<file path="src/rtl/mix_columns_seq_pkg.sv">
// mix_columns_seq_pkg
// Shared definitions for the column-serial MixColumns stage: state and
// column geometry, the FSM state enum, and the GF(2^8) helpers used by the
// column transform.
package mix_columns_seq_pkg;

  localparam int STATE_W  = 128;
  localparam int BYTE_W   = 8;
  localparam int NUM_COLS = 4;
  localparam int COL_W    = 32;

  typedef enum logic [1:0] {
    ST_IDLE,
    ST_CALC,
    ST_DONE
  } state_e;

  // Multiply by x modulo the AES polynomial x^8+x^4+x^3+x+1.
  function automatic logic [7:0] xtime(input logic [7:0] b);
    return {b[6:0], 1'b0} ^ (b[7] ? 8'h1b : 8'h00);
  endfunction

  // Multiply by a 4-bit constant; every MixColumns/InvMixColumns
  // coefficient (01,02,03,09,0b,0d,0e) fits in 4 bits.
  function automatic logic [7:0] gf_mul(input logic [7:0] b, input logic [3:0] c);
    logic [7:0] acc;
    logic [7:0] p;
    acc = '0;
    p   = b;
    for (int i = 0; i < 4; i++) begin
      if (c[i]) acc = acc ^ p;
      p = xtime(p);
    end
    return acc;
  endfunction

  // Circulant coefficient k of the first matrix row; row r uses the first
  // row rotated right by r, so a_j is scaled by mix_coef(inv, j - r).
  function automatic logic [3:0] mix_coef(input logic inv, input logic [1:0] k);
    case (k)
      2'd0:    return inv ? 4'he : 4'h2;
      2'd1:    return inv ? 4'hb : 4'h3;
      2'd2:    return inv ? 4'hd : 4'h1;
      default: return inv ? 4'h9 : 4'h1;
    endcase
  endfunction

endpackage

</file>
<file path="src/rtl/mix_columns_seq_if.sv">
// mix_columns_seq_if
// Upstream/downstream valid-ready bundle of the MixColumns stage.
//   in_*      : block from shift_rows (state, bypass, inverse select)
//   out_*     : result towards the round-key adder
//   busy      : stage holds a block (CALC or DONE)
// slave modport is the stage itself, master is the surrounding datapath.
interface mix_columns_seq_if;
  import mix_columns_seq_pkg::*;

  logic               in_valid;
  logic               in_ready;
  logic [0:STATE_W-1] in_state;
  logic               in_bypass;
  logic               in_inv;
  logic               out_valid;
  logic               out_ready;
  logic [0:STATE_W-1] out_state;
  logic               busy;

  modport slave (
    input  in_valid, in_state, in_bypass, in_inv, out_ready,
    output in_ready, out_valid, out_state, busy
  );

  modport master (
    output in_valid, in_state, in_bypass, in_inv, out_ready,
    input  in_ready, out_valid, out_state, busy
  );
endinterface

</file>
<file path="src/rtl/mix_columns_seq_mix_column.sv">
// aes_mix_column
// Purely combinational transform of one 32-bit state column.
//   col_in  : a0..a3, a0 in the top byte
//   inv     : 1 = InvMixColumns, 0 = MixColumns
//   col_out : transformed column, same byte order
module aes_mix_column
  import mix_columns_seq_pkg::*;
(
  input  logic [COL_W-1:0] col_in,
  input  logic             inv,
  output logic [COL_W-1:0] col_out
);

  always_comb begin
    col_out = '0;
    for (int r = 0; r < NUM_COLS; r++) begin
      for (int j = 0; j < NUM_COLS; j++) begin
        col_out[COL_W-1-BYTE_W*r -: BYTE_W] = col_out[COL_W-1-BYTE_W*r -: BYTE_W]
          ^ gf_mul(col_in[COL_W-1-BYTE_W*j -: BYTE_W], mix_coef(inv, 2'(j - r)));
      end
    end
  end

endmodule

</file>
<file path="src/rtl/mix_columns_seq.sv">
// mix_columns_seq
// Column-serial MixColumns/InvMixColumns stage between shift_rows and the
// round-key adder. A captured block is transformed COLS_PER_CYCLE columns
// per clock in place in the working register, then presented until taken.
// Bypass blocks (final round) go straight to the output.
//   clk, rst_n : clock, asynchronous active-low reset
//   bus        : handshake/data bundle (slave side)
//   COLS_PER_CYCLE : 1, 2 or 4 columns per clock
module mix_columns_seq
  import mix_columns_seq_pkg::*;
#(
  parameter int COLS_PER_CYCLE = 1
) (
  input  logic                clk,
  input  logic                rst_n,
  mix_columns_seq_if.slave    bus
);

  localparam logic [1:0] LAST_IDX = 2'(NUM_COLS - COLS_PER_CYCLE);

  state_e             state_q, state_d;
  logic [1:0]         col_idx_q, col_idx_d;
  logic [0:STATE_W-1] work_q, work_d;
  logic               inv_q, inv_d;
  logic               out_valid_q, out_valid_d;
  logic               busy_q, busy_d;
  logic               accept;

  logic [COL_W-1:0]   col_in  [COLS_PER_CYCLE];
  logic [COL_W-1:0]   col_out [COLS_PER_CYCLE];

  // Columns col_idx..col_idx+N-1 of the working register feed the
  // transform lanes; col_idx is always a multiple of N so it never
  // runs past column 3.
  always_comb begin
    for (int g = 0; g < COLS_PER_CYCLE; g++) begin
      col_in[g] = work_q[COL_W*(int'(col_idx_q) + g) +: COL_W];
    end
  end

  for (genvar g = 0; g < COLS_PER_CYCLE; g++) begin : g_col
    aes_mix_column u_col (
      .col_in  (col_in[g]),
      .inv     (inv_q),
      .col_out (col_out[g])
    );
  end

  // DONE with out_ready frees the slot in the same edge, hence the
  // combinational out_ready -> in_ready path.
  assign bus.in_ready  = (state_q == ST_IDLE) | ((state_q == ST_DONE) & bus.out_ready);
  assign accept        = bus.in_valid & bus.in_ready;
  assign bus.out_valid = out_valid_q;
  assign bus.out_state = work_q;
  assign bus.busy      = busy_q;

  always_comb begin
    state_d   = state_q;
    col_idx_d = col_idx_q;
    work_d    = work_q;
    inv_d     = inv_q;

    if (accept) begin
      work_d    = bus.in_state;
      inv_d     = bus.in_inv;
      col_idx_d = '0;
      state_d   = bus.in_bypass ? ST_DONE : ST_CALC;
    end else if ((state_q == ST_DONE) && bus.out_ready) begin
      state_d = ST_IDLE;
    end

    if (state_q == ST_CALC) begin
      for (int g = 0; g < COLS_PER_CYCLE; g++) begin
        work_d[COL_W*(int'(col_idx_q) + g) +: COL_W] = col_out[g];
      end
      if (col_idx_q == LAST_IDX) begin
        col_idx_d = '0;
        state_d   = ST_DONE;
      end else begin
        col_idx_d = col_idx_q + 2'(COLS_PER_CYCLE);
      end
    end

    // Status outputs are registered from the next state.
    out_valid_d = (state_d == ST_DONE);
    busy_d      = (state_d != ST_IDLE);
  end

  always_ff @(posedge clk or negedge rst_n) begin
    if (!rst_n) begin
      state_q     <= ST_IDLE;
      col_idx_q   <= '0;
      work_q      <= '0;
      inv_q       <= 1'b0;
      out_valid_q <= 1'b0;
      busy_q      <= 1'b0;
    end else begin
      state_q     <= state_d;
      col_idx_q   <= col_idx_d;
      work_q      <= work_d;
      inv_q       <= inv_d;
      out_valid_q <= out_valid_d;
      busy_q      <= busy_d;
    end
  end

endmodule

</file>
<file path="src/flat_wrapper.sv">
// flat-port wrapper written by rule: the top's interface ports become plain ports
module mix_columns_seq_flat import mix_columns_seq_pkg::*;
#(
  parameter int COLS_PER_CYCLE = 1
)
  (clk, rst_n, bus_in_valid, bus_in_state, bus_in_bypass, bus_in_inv, bus_out_ready, bus_in_ready, bus_out_valid, bus_out_state, bus_busy);
  mix_columns_seq_if bus_i ();
  input  logic clk;
  input  logic rst_n;
  input wire logic [$bits(bus_i.in_valid)-1:0] bus_in_valid;
  input wire logic [$bits(bus_i.in_state)-1:0] bus_in_state;
  input wire logic [$bits(bus_i.in_bypass)-1:0] bus_in_bypass;
  input wire logic [$bits(bus_i.in_inv)-1:0] bus_in_inv;
  input wire logic [$bits(bus_i.out_ready)-1:0] bus_out_ready;
  output wire logic [$bits(bus_i.in_ready)-1:0] bus_in_ready;
  output wire logic [$bits(bus_i.out_valid)-1:0] bus_out_valid;
  output wire logic [$bits(bus_i.out_state)-1:0] bus_out_state;
  output wire logic [$bits(bus_i.busy)-1:0] bus_busy;
  assign bus_i.in_valid = bus_in_valid;
  assign bus_i.in_state = bus_in_state;
  assign bus_i.in_bypass = bus_in_bypass;
  assign bus_i.in_inv = bus_in_inv;
  assign bus_i.out_ready = bus_out_ready;
  assign bus_in_ready = bus_i.in_ready;
  assign bus_out_valid = bus_i.out_valid;
  assign bus_out_state = bus_i.out_state;
  assign bus_busy = bus_i.busy;
  mix_columns_seq #(.COLS_PER_CYCLE(COLS_PER_CYCLE)) u_core (.clk(clk), .rst_n(rst_n), .bus(bus_i));
endmodule
</file>
<file path="config.mk">
export PLATFORM = sky130hd
export DESIGN_NAME = mix_columns_seq_flat
export DESIGN_NICKNAME = d
export VERILOG_FILES = /design/src/rtl/mix_columns_seq_pkg.sv /design/src/rtl/mix_columns_seq_if.sv /design/src/rtl/mix_columns_seq_mix_column.sv /design/src/rtl/mix_columns_seq.sv /design/src/flat_wrapper.sv
export SDC_FILE = /design/constraint.sdc
export NUM_CORES = 1
export LEC_CHECK = 0
export CORE_ASPECT_RATIO = 0.9
export CORE_MARGIN = 2
export CORE_UTILIZATION = 49
export DETAILED_ROUTE_END_ITERATION = 16
export DONT_BUFFER_PORTS = 1
export GPL_ROUTABILITY_DRIVEN = 0
export PLACE_DENSITY = 0.7
export SLEW_MARGIN = 15
export SYNTH_ARGS = -nofsm -noshare
export SYNTH_HDL_FRONTEND = slang
export SYNTH_SLANG_ARGS = --single-unit
</file>
<file path="constraint.sdc">
create_clock -name clk -period 2.9 [get_ports clk]
set_input_delay 0.58 -clock clk [delete_from_list [all_inputs] [get_ports clk]]
set_output_delay 0.58 -clock clk [all_outputs]
set_load 0.05 [all_outputs]
</file>
=== Word-level counts from Yosys, hierarchy flattened ===
Cells that the tools add are included.

* Bits of input ports: 134
* Flip-flop bits (word level): 135
* Output and inout bits: 131

* Reductions and logical operators: 4
* Shifts and indexed selects: 3
* Bitwise gates (word level): 76
* $add $sub $neg: 2
* Equality and inequality tests: 4
* Mux-type cells: 91

{| class="wikitable"
|+ Operators by type and width
! kind !! count
|-
| 8-bit 2-to-1 mux || 64
|-
| 8-bit bitwise XOR || 60
|-
| 128-bit 2-to-1 mux || 2
|-
| 129-bit by 33-bit variable shift with 128-bit output, first input constant || 1
|-
| 128-bit by 32-bit variable part select with 129-bit output || 1
|-
| 129-bit by 33-bit variable part select with 128-bit output || 1
|-
| 128-bit bitwise mux || 1
|-
| 8-bit by 5-bit bitwise XOR with 8-bit output || 12
|-
| 5-bit 2-to-1 mux || 12
|-
| 32-bit negator with 33-bit output || 1
|-
| 7-bit NOT with 32-bit output || 1
|-
| 2-bit 2-to-1 mux || 8
|-
| 4-bit 2-to-1 mux || 4
|-
| 2-bit equality test, second input constant || 3
|-
| 2-bit nonzero test || 2
|-
| 2-bit by 1-bit adder with 2-bit output, second input constant || 1
|-
| 1-bit AND || 2
|-
| 2-bit by 1-bit equality test with 1-bit output, second input constant || 1
|-
| 2-bit zero test || 1
|-
| 1-bit logical AND || 1
|-
| 1-bit OR || 1
|}

=== Logic depth before layout (Yosys ltp) ===
Gate-level depths: netlist (run 1).

* Depth after elaboration: 16
* Gate-level depth with buffers: 10

=== Hierarchy ===
A second synthesis (run 1) with hierarchy kept.

* Cell total of the unflattened synthesis: 774
* Area total of the unflattened synthesis: 9435.3 um2

{| class="wikitable"
|+ Modules (own cells, without submodules)
! module !! area each (um2) !! instances !! cells an instance !! seq. area each (um2)
|-
| mix_columns_seq || 7091.8 || 1 || 511 || 3378.2
|-
| aes_mix_column || 2343.5 || 1 || 263 || 0.0
|}

=== Worst setup path before layout (run 1) ===
OpenSTA, ideal clock, no wires.

* Kind: in2reg
* Start: in bus_out_ready
* End: reg u_core.work_q (netlist bit u_core.bus.out_state[8])
* Path slack: -0.255 ns
* Arrival: 3.017 ns
* Required time: 2.762 ns
* Cell stages on the path: 8
* Path buffers: 3
* Cell sequence: inv_1 -> a21oi_1 -> and2_1 -> clkbuf_1 -> clkbuf_1 -> clkbuf_1 -> mux2i_1 -> o22ai_1

* Word-level cells in the longest chain between the ends: 6

{| class="wikitable"
|+ RTL lines
! item !! RTL line !! source
|-
| start: declaration || flat_wrapper.sv:14 || <nowiki>input wire logic [$bits(bus_i.out_ready)-1:0] bus_out_ready;</nowiki>
|-
| 1-bit AND * || mix_columns_seq.sv:51 || <nowiki>assign bus.in_ready = (state_q == ST_IDLE) | ((state_q == ST_DONE) & bus.out_ready);</nowiki>
|-
| 1-bit OR * || mix_columns_seq.sv:51 ||
|-
| named net bus_in_ready || flat_wrapper.sv:15 || <nowiki>output wire logic [$bits(bus_i.in_ready)-1:0] bus_in_ready;</nowiki>
|-
| 1-bit AND * || mix_columns_seq.sv:52 || <nowiki>assign accept = bus.in_valid & bus.in_ready;</nowiki>
|-
| 128-bit 2-to-1 mux * || mix_columns_seq.sv:63 || <nowiki>if (accept) begin</nowiki>
|-
| 128-bit bitwise mux || mix_columns_seq.sv:74 || <nowiki>work_d[COL_W*(int'(col_idx_q) + g) +: COL_W] = col_out[g];</nowiki>
|-
| 128-bit 2-to-1 mux * || mix_columns_seq.sv:72 || <nowiki>if (state_q == ST_CALC) begin</nowiki>
|-
| named net u_core.work_d, one bit || mix_columns_seq.sv:23 || <nowiki>logic [0:STATE_W-1] work_q, work_d;</nowiki>
|-
| end signal: assignment || mix_columns_seq.sv:100 || <nowiki>work_q <= work_d;</nowiki>
|-
| end: declaration || mix_columns_seq.sv:23 ||
|}

The timed path passes the listed nets; every way through them passes the cells marked *.
A chain may end at the register's enable or synchronous reset.

=== Final worst setup path (run 1) ===
* Start: reg u_core.col_idx_q[0]
* End: reg u_core.work_q (netlist bit u_core.bus.out_state[124])

* Word-level cells in the longest chain between the ends: 16
* Elaborated cells on any way between the ends: 155
* Classes of those cells: 1 x add/sub; 3 x shift; 78 x mux; 73 x bitwise

{| class="wikitable"
|+ RTL lines
! item !! RTL line !! source
|-
| start: declaration || mix_columns_seq.sv:22 || <nowiki>logic [1:0] col_idx_q, col_idx_d;</nowiki>
|-
| start signal: assignment || mix_columns_seq.sv:99 || <nowiki>col_idx_q <= col_idx_d;</nowiki>
|-
| 7-bit NOT with 32-bit output (not written as such) * || mix_columns_seq.sv:37, mix_columns_seq.sv:74 ||
|-
| 128-bit by 32-bit variable part select with 129-bit output || mix_columns_seq.sv:37 || <nowiki>col_in[g] = work_q[COL_W*(int'(col_idx_q) + g) +: COL_W];</nowiki>
|-
| 5-bit 2-to-1 mux || mix_columns_seq_pkg.sv:20 || <nowiki>return {b[6:0], 1'b0} ^ (b[7] ? 8'h1b : 8'h00);</nowiki>
|-
| 8-bit by 5-bit bitwise XOR with 8-bit output || mix_columns_seq_pkg.sv:20 ||
|-
| 8-bit bitwise XOR || mix_columns_seq_pkg.sv:31 || <nowiki>if (c[i]) acc = acc ^ p;</nowiki>
|-
| 8-bit 2-to-1 mux || mix_columns_seq_pkg.sv:31 ||
|-
| 8-bit bitwise XOR || mix_columns_seq_pkg.sv:31 ||
|-
| 8-bit 2-to-1 mux || mix_columns_seq_pkg.sv:31 ||
|-
| 8-bit bitwise XOR || mix_columns_seq_pkg.sv:31 ||
|-
| 8-bit 2-to-1 mux || mix_columns_seq_pkg.sv:31 ||
|-
| 8-bit bitwise XOR (3 in series) || mix_columns_seq_mix_column.sv:19 || <nowiki>^ gf_mul(col_in[COL_W-1-BYTE_W*j -: BYTE_W], mix_coef(inv, 2'(j - r)));</nowiki>
|-
| 129-bit by 33-bit variable part select with 128-bit output || mix_columns_seq.sv:74 ||
|-
| 128-bit bitwise mux * || mix_columns_seq.sv:74 ||
|-
| 128-bit 2-to-1 mux * || mix_columns_seq.sv:72 ||
|-
| named net u_core.work_d, one bit || mix_columns_seq.sv:23 ||
|}

Marks and branches as above.

==> reports/results.tsv, run 1 <==
metric	value	unit
clk_lat worst skew	0.43	ns
Final Hold Vio Count	135	
pin count of the biggest net entering global routing	136	
Clock Tree Root	clkbuf_16	
top cells by area, synth	dfrtp_1 37%, mux2i_1 15%, xnor2_1 12%	
fillers	1157	
vias in the first global route	8160	
main combinational cell family by area after synthesis	XOR/XNOR gates	
syn nets	879	
Layout Cells excl Fill	1213	
Clock Sinks	135	
antenna diode count	0	
worst hold slack	-0.1548	ns
vias per cell	6.458	
Crit path required time	3.18	ns
layout cell share with drive strength beyond 1	49.90	%
Tcrit/Tclk final	109.0	%
vias	7834	
WL final	34.19	mm
crit path max fanout	7	
share of the synthesized area in the top cell type	37.49	%
fraction of the yosys area taken by sequential cells	37.49	%
DP Wirelength	22.90	mm
CP endpoint kind	flip-flop	
type of origin of the critical path	flip-flop	
dpl cells	1159	
Seq cells post-synth	135	
row cnt	47	
mux cell area share after synthesis	23.13	%
DR WL/cell	28.19	µm
XOR/XNOR share of the synthesized area	23.37	%
Max Cap Viol	0	
top-count cell post-synth	dfrtp_1	
crit-path cells	buf_12 > buf_6 > mux4_2 > xnor2_2 > xor3_2 > buf_6 > xor3_2 > nand2_4 > xnor2_4 > o22ai_2	
# DRC	0	
Initial Util	49.43	%
Synthesis Warnings	0	
CTS H-tree lvls	4	
complex-gate fraction of the synthesized area	9.442	%
Peak Freq	316.4	MHz
max-slew violations	0	
die area	19490	µm²
top post-synthesis cells by count	135 x dfrtp_1, 131 x mux2i_1, 124 x o22ai_1	
synth unique cells	36	
post-synthesis adder-cell area fraction	0.5554	%
Port Buf Inserts	0	
dominant cell type by area after synthesis	dfrtp_1	
maximum root-to-sink buffer count	2	
initial antenna violation count	0	
I/O pin total	265	
Avg Inst Size Synth	12.16	µm²
drt pass-1 iters	7	
critical path's largest stage delay	0.59	ns
CTS tree	built	
gr usage total	33.83	%
area grow syn2layout	42.34	%
GRT overflow	0	
first-pass GRT wire length	49.53	mm
delay-heaviest family, CP	XOR/XNOR gates	
Core Region	18230	µm²
Layout Nets	1093	
Crit Path Class	flip-flop to flip-flop	
outcome	finished, violations left	
RSZ-0062 raised after global routing	true	
TNS Setup	-13.98	ns
Setup violations, final	112	
PnR worst setup slack	-0.2603	ns
Die X	146.9	µm
die height	132.7	µm
worst r2r src	u_core.col_idx_q[0]$_DFFE_PN0P_	
clk_skew	0.01254	ns
RR Endpoint	u_core.bus.out_state[124]$_DFF_PN0_	
ys flop type	dfrtp_1	
Synth Area in Simple Gates	2.721	%
Crit-path slowest cell	mux4_2	
Synth Cell Area	9011	µm²
R2R setup slack	-0.26	ns
Routed Antenna Nets	0	
Worst R2R Path Depth	10	
Final Critical Period	3.160	ns
TritonCTS buffer count	17	
Cells after Synth	741	
worst rel slew slack	60.25	%
CP arrival	3.44	ns
Cell Area, Placed	11060	µm²
initial DRC count	1031	
ys async rst share	100.0	%
Post-synth EDFFs	0	
clk slew on worst S/H paths	0.06	ns
Slew @ Worst Pin	0.5956	ns
post-layout instance area	12830	µm²
failing checks	negative hold slack, negative setup slack	
path type of the worst min-delay path	primary input to asynchronous set/reset pin	
Buf/Inv on CP	3	
-- how the worst max path moves through the flow --
stage | slack, ns | from | to | cells after the start
2_1_floorplan | -0.03 | u_core.col_idx_q[0]$_DFFE_PN0P_ | u_core.bus.out_state[3]$_DFF_PN0_ | 9
3_3_place_gp | -0.25 | u_core.col_idx_q[0]$_DFFE_PN0P_ | u_core.bus.out_state[36]$_DFF_PN0_ | 9
3_5_place_dp | -0.31 | u_core.col_idx_q[0]$_DFFE_PN0P_ | u_core.bus.out_state[80]$_DFF_PN0_ | 10
4_1_cts | -0.18 | u_core.col_idx_q[0]$_DFFE_PN0P_ | u_core.bus.out_state[75]$_DFF_PN0_ | 9
5_1_grt | -0.31 | u_core.col_idx_q[0]$_DFFE_PN0P_ | u_core.bus.out_state[83]$_DFF_PN0_ | 10
6_report | -0.26 | u_core.col_idx_q[0]$_DFFE_PN0P_ | u_core.bus.out_state[124]$_DFF_PN0_ | 10
-- metal layers --
metal	up-vias	GRT usage [%]	part of all wire, %
met3	96	8.586	10
li1	3173	-	-
met2	585	55.89	50
met5	-	0	0
met1	3980	43.78	36
met4	0	11.86	3.2
-- sequential cells by signal, summed over array words and instances (netlist names) --
signal                count
u_core.state_q            2
u_core.bus.busy           1
u_core.inv_q              1
u_core.bus.out_state    128
u_core.col_idx_q          2
u_core.bus.out_valid      1
-- logic make-up after synthesis --
group | Yosys count
buf+inv | 64
compound gates | 135
mux | 165
fa+ha+maj | 4
flops | 135
simple gates | 50
xor+xnor | 188
-- cell usage in the layout, fill, tap and decap left out, types with 5 or more instances in the layout --
cell type,n
buf_12,13
buf_4,229
buf_6,13
clkbuf_16,17
dfrtp_1,122
dfrtp_2,13
mux2i_1,131
mux4_2,32
nand2_1,18
o22ai_1,79
o22ai_2,45
xnor2_1,76
xnor2_2,30
xnor2_4,23
xnor3_1,7
xnor3_2,11
xor2_1,24
xor2_2,7
xor3_2,5
-- area by class of cell --
type / instances / area (µm²) / area share (%)
Tap cell: 245 / 306.5 / 2.390
Multi-Input combinational cell: 542 / 6391 / 49.83
Clock inverter: 12 / 115.1 / 0.8975
Inverter: 3 / 11.26 / 0.08780
Timing Repair Buffer: 256 / 2141 / 16.69
Clock buffer: 20 / 466.7 / 3.639
Sequential cell: 135 / 3395 / 26.47
-- stage by stage --
step	utilization (%)	setup slack, ns
floorplan	-	-0.03485
global placement	60.66	-0.2483
detailed placement	60.66	-0.3050
CTS	66.81	-0.1791
global route	70.36	-0.3108
finish	70.36	-0.2603
-- repair_timing --
action | CTS | global route
pin swaps | 42 | 45
hold endpoints to repair | 135 | 135
setup buffers | 13 | 11
endpoints found under the setup margin | 117 | 122
resized for setup | 70 | 90
Power of run 1 is left out: the tool's default activity adds up to more than one toggle a clock period on the data nets, which glitch-free logic cannot reach.
==> run 2: changes to the inputs <==
SYNTH_HIERARCHICAL = 1   (was unset)
==> run 2 against run 1 <==
Net effect: the run still ends with negative hold slack, negative setup slack left; register-to-register slack got worse by 0.18 ns; design area rose by 7.4%; clock skew barely moved; worst hold slack got worse by 0.0051 ns; largest cell class unchanged; global-route usage fell by 1.9 points; final cell count rose by 3.5%; wire length rose by 5.5%; die area rose by 4.6%; worst setup slack got worse by 0.18 ns; sequential share of layout area fell by 1.9 points; fmax fell by 5.3%; clock-buffer cell count rose by 3.
==> reports/results.tsv, run 2 <==
metric	value	unit	change
maximum root-to-sink buffer count	2		unchanged
clk slew on worst S/H paths	0.07	ns	about the same
ys async rst share	100.0	%	unchanged
Clock Sinks	135		unchanged
WL final	36.08	mm	+5.5%
synth unique cells	37		+2.8%
PnR worst setup slack	-0.4377	ns	-0.1774 ns
area grow syn2layout	45.96	%	
area of the multi-input gates	7083	µm²	+11%
CP arrival	3.68	ns	+0.24 ns
layout cell share with drive strength beyond 1	51.14	%	+1.2 points
Synth Cell Area	9435	µm²	+4.7%
register area	3383	µm²	-0.33%
CTS tree	built		
Layout Nets	1131		+3.5%
Core Region	19040	µm²	+4.4%
row cnt	48		+2.1%
gr usage total	31.90	%	-1.9 points
crit path max fanout	5		-2
Peak Freq	299.6	MHz	-5.3%
Setup violations, final	128		+14%
Slew @ Worst Pin	1.111	ns	+0.5155 ns
first-pass GRT wire length	47.93	mm	-3.2%
drt pass-1 iters	5		-2
worst r2r src	u_core/col_idx_q[0]$_DFFE_PN0P_		
dominant cell type by area after synthesis	dfrtp_1		
top-count cell post-synth	dfrtp_1		
die height	135.6	µm	+2.3%
antenna diode count	0		unchanged
most frequent cells in the layout	232 x buf_4, 131 x dfrtp_1, 130 x mux2i_1		
worst hold slack	-0.1599	ns	-0.005105 ns
Synthesis Warnings	6		+6
clk_lat worst skew	0.43	ns	about the same
max-slew violations	0		unchanged
Die X	150.3	µm	+2.3%
syn nets	912		+3.8%
clk_skew	0.01232	ns	-0.0002109 ns
Worst R2R Path Depth	13		+3
Clock Tree Root	clkbuf_16		
initial antenna violation count	0		unchanged
failing checks	negative hold slack, negative setup slack		
Initial Util	49.56	%	+0.13 points
path type of the worst min-delay path	primary input to asynchronous set/reset pin		
DP Wirelength	22.33	mm	-2.5%
top post-synthesis cells by count	135 x dfrtp_1, 134 x xnor2_1, 130 x mux2i_1		
die area	20380	µm²	+4.6%
LEAKAGE	6.748	nW	
Final Hold Vio Count	135		unchanged
outcome	finished, violations left		
fraction of the yosys area taken by sequential cells	35.80	%	-1.7 points
RSZ-0062 raised after global routing	true		
post-layout instance area	13770	µm²	+7.4%
Seq cells post-synth	135		unchanged
power density over the cells	543.9	nW/µm²	
Final Critical Period	3.338	ns	+0.1774 ns
top cells by area, synth	dfrtp_1 36%, mux2i_1 14%, xnor2_1 12%		
vias in the first global route	8219		+0.72%
type of origin of the critical path	flip-flop		
worst rel slew slack	25.93	%	-34 points
RR Endpoint	u_core/bus.out_state[116]$_DFF_PN0_		
vias	7944		+1.4%
Peak VDD IR	493.8	µV	
worst slack, placed	-0.3552	ns	-0.05016 ns
GRT overflow	0		unchanged
Crit Path Class	flip-flop to flip-flop		
Cells after Synth	774		+4.5%
pin count of the biggest net entering global routing	136		unchanged
ys flop type	dfrtp_1		
fin util	72.34	%	+2.0 points
max FFs per register	128		unchanged
TritonCTS buffer count	17		unchanged
DR WL/cell	28.75	µm	+2.0%
Crit path required time	3.24	ns	+0.06 ns
# DRC	0		unchanged
Cell Area, Placed	11290	µm²	+2.1%
Avg Inst Size Synth	12.19	µm²	+0.24%
Routed Antenna Nets	0		unchanged
share of the synthesized area in the top cell type	35.80	%	-1.7 points
Port Buf Inserts	0		unchanged
Max Cap Viol	0		unchanged
CP endpoint kind	flip-flop		
CTS H-tree lvls	4		unchanged
commonest non-fill, non-tap cell in the layout	buf_4		
Post-synth EDFFs	0		unchanged
Tcrit/Tclk final	115.1	%	+6.1 points
fillers	1206		+4.2%
initial DRC count	630		-39%
Pwr Total	7.491	mW	
R2R setup slack	-0.44	ns	-0.18 ns
vias per cell	6.330		-2.0%
I/O pin total	265		unchanged
-- run 2: cell types whose count changed in the layout (fill, tap and decap cells not counted), sizes merged, moves of 9 or more --
cell / delta
xnor2: +9
o22ai: -124
xnor3: -10
o2bb2ai: +128
xor2: +24
buf: +16
-- run 2: layout make-up --
type / instances / area share, %
Clock buffer: 23 / 3.398
Clock inverter: 8 / 1.072
Inverter: 5 / 0.1363
Multi-Input combinational cell: 561 / 51.43
Sequential cell: 135 / 24.57
Tap cell: 250 / 2.271
Timing Repair Buffer: 273 / 17.13
-- run 2: stage by stage --
| step | setup TNS (ns) | hold slack [ns] | instances |
|---|---|---|---|
| floorplan | 0 | 0.2844 | 774 |
| global placement | -7.205 | 0.2905 | 1190 |
| detailed placement | -11.27 | 0.2901 | 1190 |
| CTS | -5.232 | -0.1581 | 1244 |
| global route | -34.26 | -0.1695 | 1255 |
| finish | -25.16 | -0.1599 | 1255 |
-- run 2: how the worst max path moves through the flow --
stage	start	to	slack (ns)
final	u_core/col_idx_q[0]$_DFFE_PN0P_	u_core/bus.out_state[116]$_DFF_PN0_	-0.44
after CTS	u_core/col_idx_q[0]$_DFFE_PN0P_	u_core/bus.out_state[116]$_DFF_PN0_	-0.18
after global routing	u_core/col_idx_q[0]$_DFFE_PN0P_	u_core/bus.out_state[116]$_DFF_PN0_	-0.47
after detailed placement	u_core/col_idx_q[0]$_DFFE_PN0P_	u_core/bus.out_state[116]$_DFF_PN0_	-0.36
after global placement	u_core/col_idx_q[0]$_DFFE_PN0P_	u_core/bus.out_state[116]$_DFF_PN0_	-0.32
after floorplan	u_core/col_idx_q[0]$_DFFE_PN0P_	u_core/bus.out_state[27]$_DFF_PN0_	0.001
-- run 2: repair_timing --
action,CTS,global route
setup buffers,23,25
pin swaps,17,92
gates cloned,2,1
resized for setup,77,144
hold endpoints to repair,135,135
setup endpoints to repair,118,128
-- run 2: worst max-delay path, cell delays in order, from the launching register on --
cell	delay, ns
dfrtp_2	0.41
buf_6	0.13
buf_12	0.12
buf_12	0.10
mux4_2	0.57
xnor2_4	0.21
buf_6	0.14
xnor3_1	0.47
xnor2_2	0.25
nand2_2	0.11
xnor2_2	0.16
xnor2_2	0.29
buf_6	0.17
o2bb2ai_2	0.12
-- run 2: per-layer routing --
layer	GRT usage, %	share of wire [%]	vias up
li1	-	-	3231
met1	39.56	38	4053
met2	53.21	49	554
met3	8.855	9.8	106
met4	12.05	4.1	0
met5	0	0	-
-- run 2: where the power goes --
part | leakage (nW) | switching [mW] | total (mW) | internal, mW
Combinational | 4.74 | 1.77 | 3.14 | 1.38
Sequential | 1.72 | 0.0607 | 2.04 | 1.98
Clock | 0.289 | 0.834 | 2.31 | 1.48
-- run 2: cell families after synthesis --
logic type / after synthesis / share of synthesized area [%]
compound gates: 141 / 12.77
xor+xnor: 207 / 21.83
fa+ha+maj: 4 / 0.5305
buf+inv: 78 / 5.052
mux: 163 / 21.55
simple gates: 46 / 2.466
flops: 135 / 35.80
(Power assumes the default switching activity.)
==> run 3: changes to the inputs <==
PLACE_DENSITY = 0.68   (was 0.7)
clock period = 3.97 ns   (was 2.9 ns; I/O delays follow)
==> run 3 against run 2 <==
Net effect: critical path depth down 4; the flow now finishes without violations; critical path type unchanged; flip-flop and latch count unchanged; first-iteration DRC count down 17%; power down 43%; design area down 27%; die area unchanged.
==> reports/results.tsv, run 3 (synthesized netlist as in run 2, its figures left out) <==
metric	value	unit	change
Slew @ Worst Pin	1.059	ns	-0.05215 ns
clk_lat worst skew	0.42	ns	about the same
initial DRC count	522		-17%
crit-path most repeated cell	xnor2_1		
max FFs per register	128		unchanged
layout cell share with drive strength beyond 1	14.10	%	-37 points
antenna diode count	0		unchanged
Core Region	19040	µm²	unchanged
delay-heaviest family, CP	XOR/XNOR gates		
Setup violations, final	0		-100%
worst r2r src	u_core/col_idx_q[1]$_DFFE_PN0P_		
post-CTS resize count	0		-100%
Initial Util	49.56	%	unchanged
Crit. Startpoint	u_core/col_idx_q[1]$_DFFE_PN0P_		
CP arrival	4.08	ns	+0.40 ns
vias	6533		-18%
Layout Cells excl Fill	1009		-20%
commonest non-fill, non-tap cell in the layout	xnor2_1		
# DRC	0		unchanged
drt pass-1 iters	5		unchanged
type of origin of the critical path	flip-flop		
Worst R2R Path Depth	9		-4
most crowded layer after global routing	met2		
Die X	150.3	µm	unchanged
Port Buf Inserts	0		unchanged
maximum root-to-sink buffer count	2		unchanged
die area	20380	µm²	unchanged
worst rel slew slack	29.40	%	+3.5 points
vias in the first global route	6931		-16%
die height	135.6	µm	unchanged
most frequent cells in the layout	134 x xnor2_1, 133 x dfrtp_1, 130 x mux2i_1		
pin count of the biggest net entering global routing	136		unchanged
Tcrit/Tclk final	94.28	%	-21 points
I/O pin total	265		unchanged
max-slew violations	0		unchanged
WL final	29.02	mm	-20%
Final Critical Period	3.743	ns	+0.4053 ns
Max Cap Viol	0		unchanged
vias per cell	6.475		+2.3%
crit-path cells	buf_4 > mux4_2 > xor2_1 > xnor2_1 > xor2_1 > nand2_1 > xnor2_1 > xnor2_1 > o2bb2ai_1		
TritonCTS buffer count	17		unchanged
WP depth	9		-4
GRT overflow	0		unchanged
Crit-path slowest cell	dfrtp_2		
Clock Sinks	135		unchanged
DP Wirelength	20.65	mm	-7.5%
first-pass GRT wire length	42.59	mm	-11%
TNS Setup	0	ns	+25.16 ns
Peak VDD IR	284.7	µV	-42%
RSZ-0062 raised after global routing	false		
power density over the cells	423.5	nW/µm²	-22%
outcome	complete, no violations		
gr usage total	28.60	%	-3.3 points
met2 Use GR	47.17	%	-6.0 points
Crit path required time	4.31	ns	+1.07 ns
setup bufs post-CTS	0		-100%
critical path's largest stage delay	0.75	ns	+0.18 ns
cts hold-fix bufs	0		
met1 usage	36.13	%	-3.4 points
CTS tree	built		
LEAKAGE	4.773	nW	-29%
Clock Tree Root	clkbuf_16		
crit path max fanout	20		+15
clk slew on worst S/H paths	0.06	ns	about the same
DR WL/cell	28.76	µm	about the same
area grow syn2layout	6.710	%	
Pwr Total	4.264	mW	-43%
initial antenna violation count	0		unchanged
Routed Antenna Nets	0		unchanged
Final Hold Vio Count	0		-100%
CTS H-tree lvls	4		unchanged
GR Util met3	9.091	%	+0.24 points
Layout Nets	884		-22%
CP endpoint kind	flip-flop		
Crit Path Class	flip-flop to flip-flop		
path type of the worst min-delay path	primary input to asynchronous set/reset pin		
clk_skew	0.009221	ns	-0.003104 ns
Peak Freq	267.2	MHz	-11%
row cnt	48		unchanged
dpl cells	977		-18%
Buf/Inv on CP	1		-4
-- run 3: cell types whose count changed in the layout (fill, tap and decap cells not counted), sizes merged --
cell      previous run  this run
buf                272        26
clkinv               1         6
bufinv               4         0
clkbuf              24        21
clkinvlp             3         4
inv                  5         6
-- run 3: worst paths after layout --
path | end | slack, ns
setup / recovery | u_core/bus.out_state[63]$_DFF_PN0_ | 0.23
hold / removal | u_core/bus.out_state[118]$_DFF_PN0_ | 0.07
setup reg to reg | u_core/bus.out_state[63]$_DFF_PN0_ | 0.23
hold reg to reg | u_core/state_q[0]$_DFF_PN0_ | 0.64
max in group asynchronous | u_core/bus.out_state[68]$_DFF_PN0_ | 3.72
min in group clk | u_core/bus.busy$_DFF_PN0_ | 0.48
-- run 3: where the power goes --
| part | switching [mW] | total, mW | internal [mW] |
|---|---|---|---|
| clock | 0.609 | 1.44 | 0.829 |
| combinational | 0.629 | 1.07 | 0.440 |
| sequential | 0.318 | 1.76 | 1.44 |
| total | 1.56 | 4.26 | 2.71 |
-- run 3: worst reg2reg max path, stage by stage, from the launching register on --
cell and delay, ns:
dfrtp_2 0.75, buf_4 0.30, mux4_2 0.49, xor2_1 0.52, xnor2_1 0.20, xor2_1 0.25
nand2_1 0.10, xnor2_1 0.20, xnor2_1 0.66, o2bb2ai_1 0.21
-- run 3: per-layer routing --
layer | vias up | routed length [µm] | part of all wire [%]
li1 | 2753 | - | -
met1 | 3349 | 11370 | 39
met2 | 386 | 14120 | 49
met3 | 45 | 2983 | 10
met4 | 0 | 544 | 1.9
met5 | - | 0 | 0
-- run 3: metrics by stage --
stage               area (µm²)  setup slack, ns  hold slack (ns)  util (%)
global route             10070           0.1282          0.03657     52.89
global placement          9532           0.2710           0.5031     50.07
floorplan                 9435           0.6496           0.4984         -
finish                   10070           0.2271          0.06765     52.89
detailed placement        9532           0.2715           0.5045     50.07
CTS                      10070           0.2552          0.04522     52.89
-- run 3: layout make-up --
cell class | count | area (µm²)
clock buffers | 21 | 460.4
clock inverters | 11 | 76.32
fillers | 1622 | 8970
inverters | 5 | 18.77
multi-input cells | 561 | 5599
flip-flops and latches | 135 | 3381
well taps | 250 | 312.8
repair buffers | 26 | 220.2
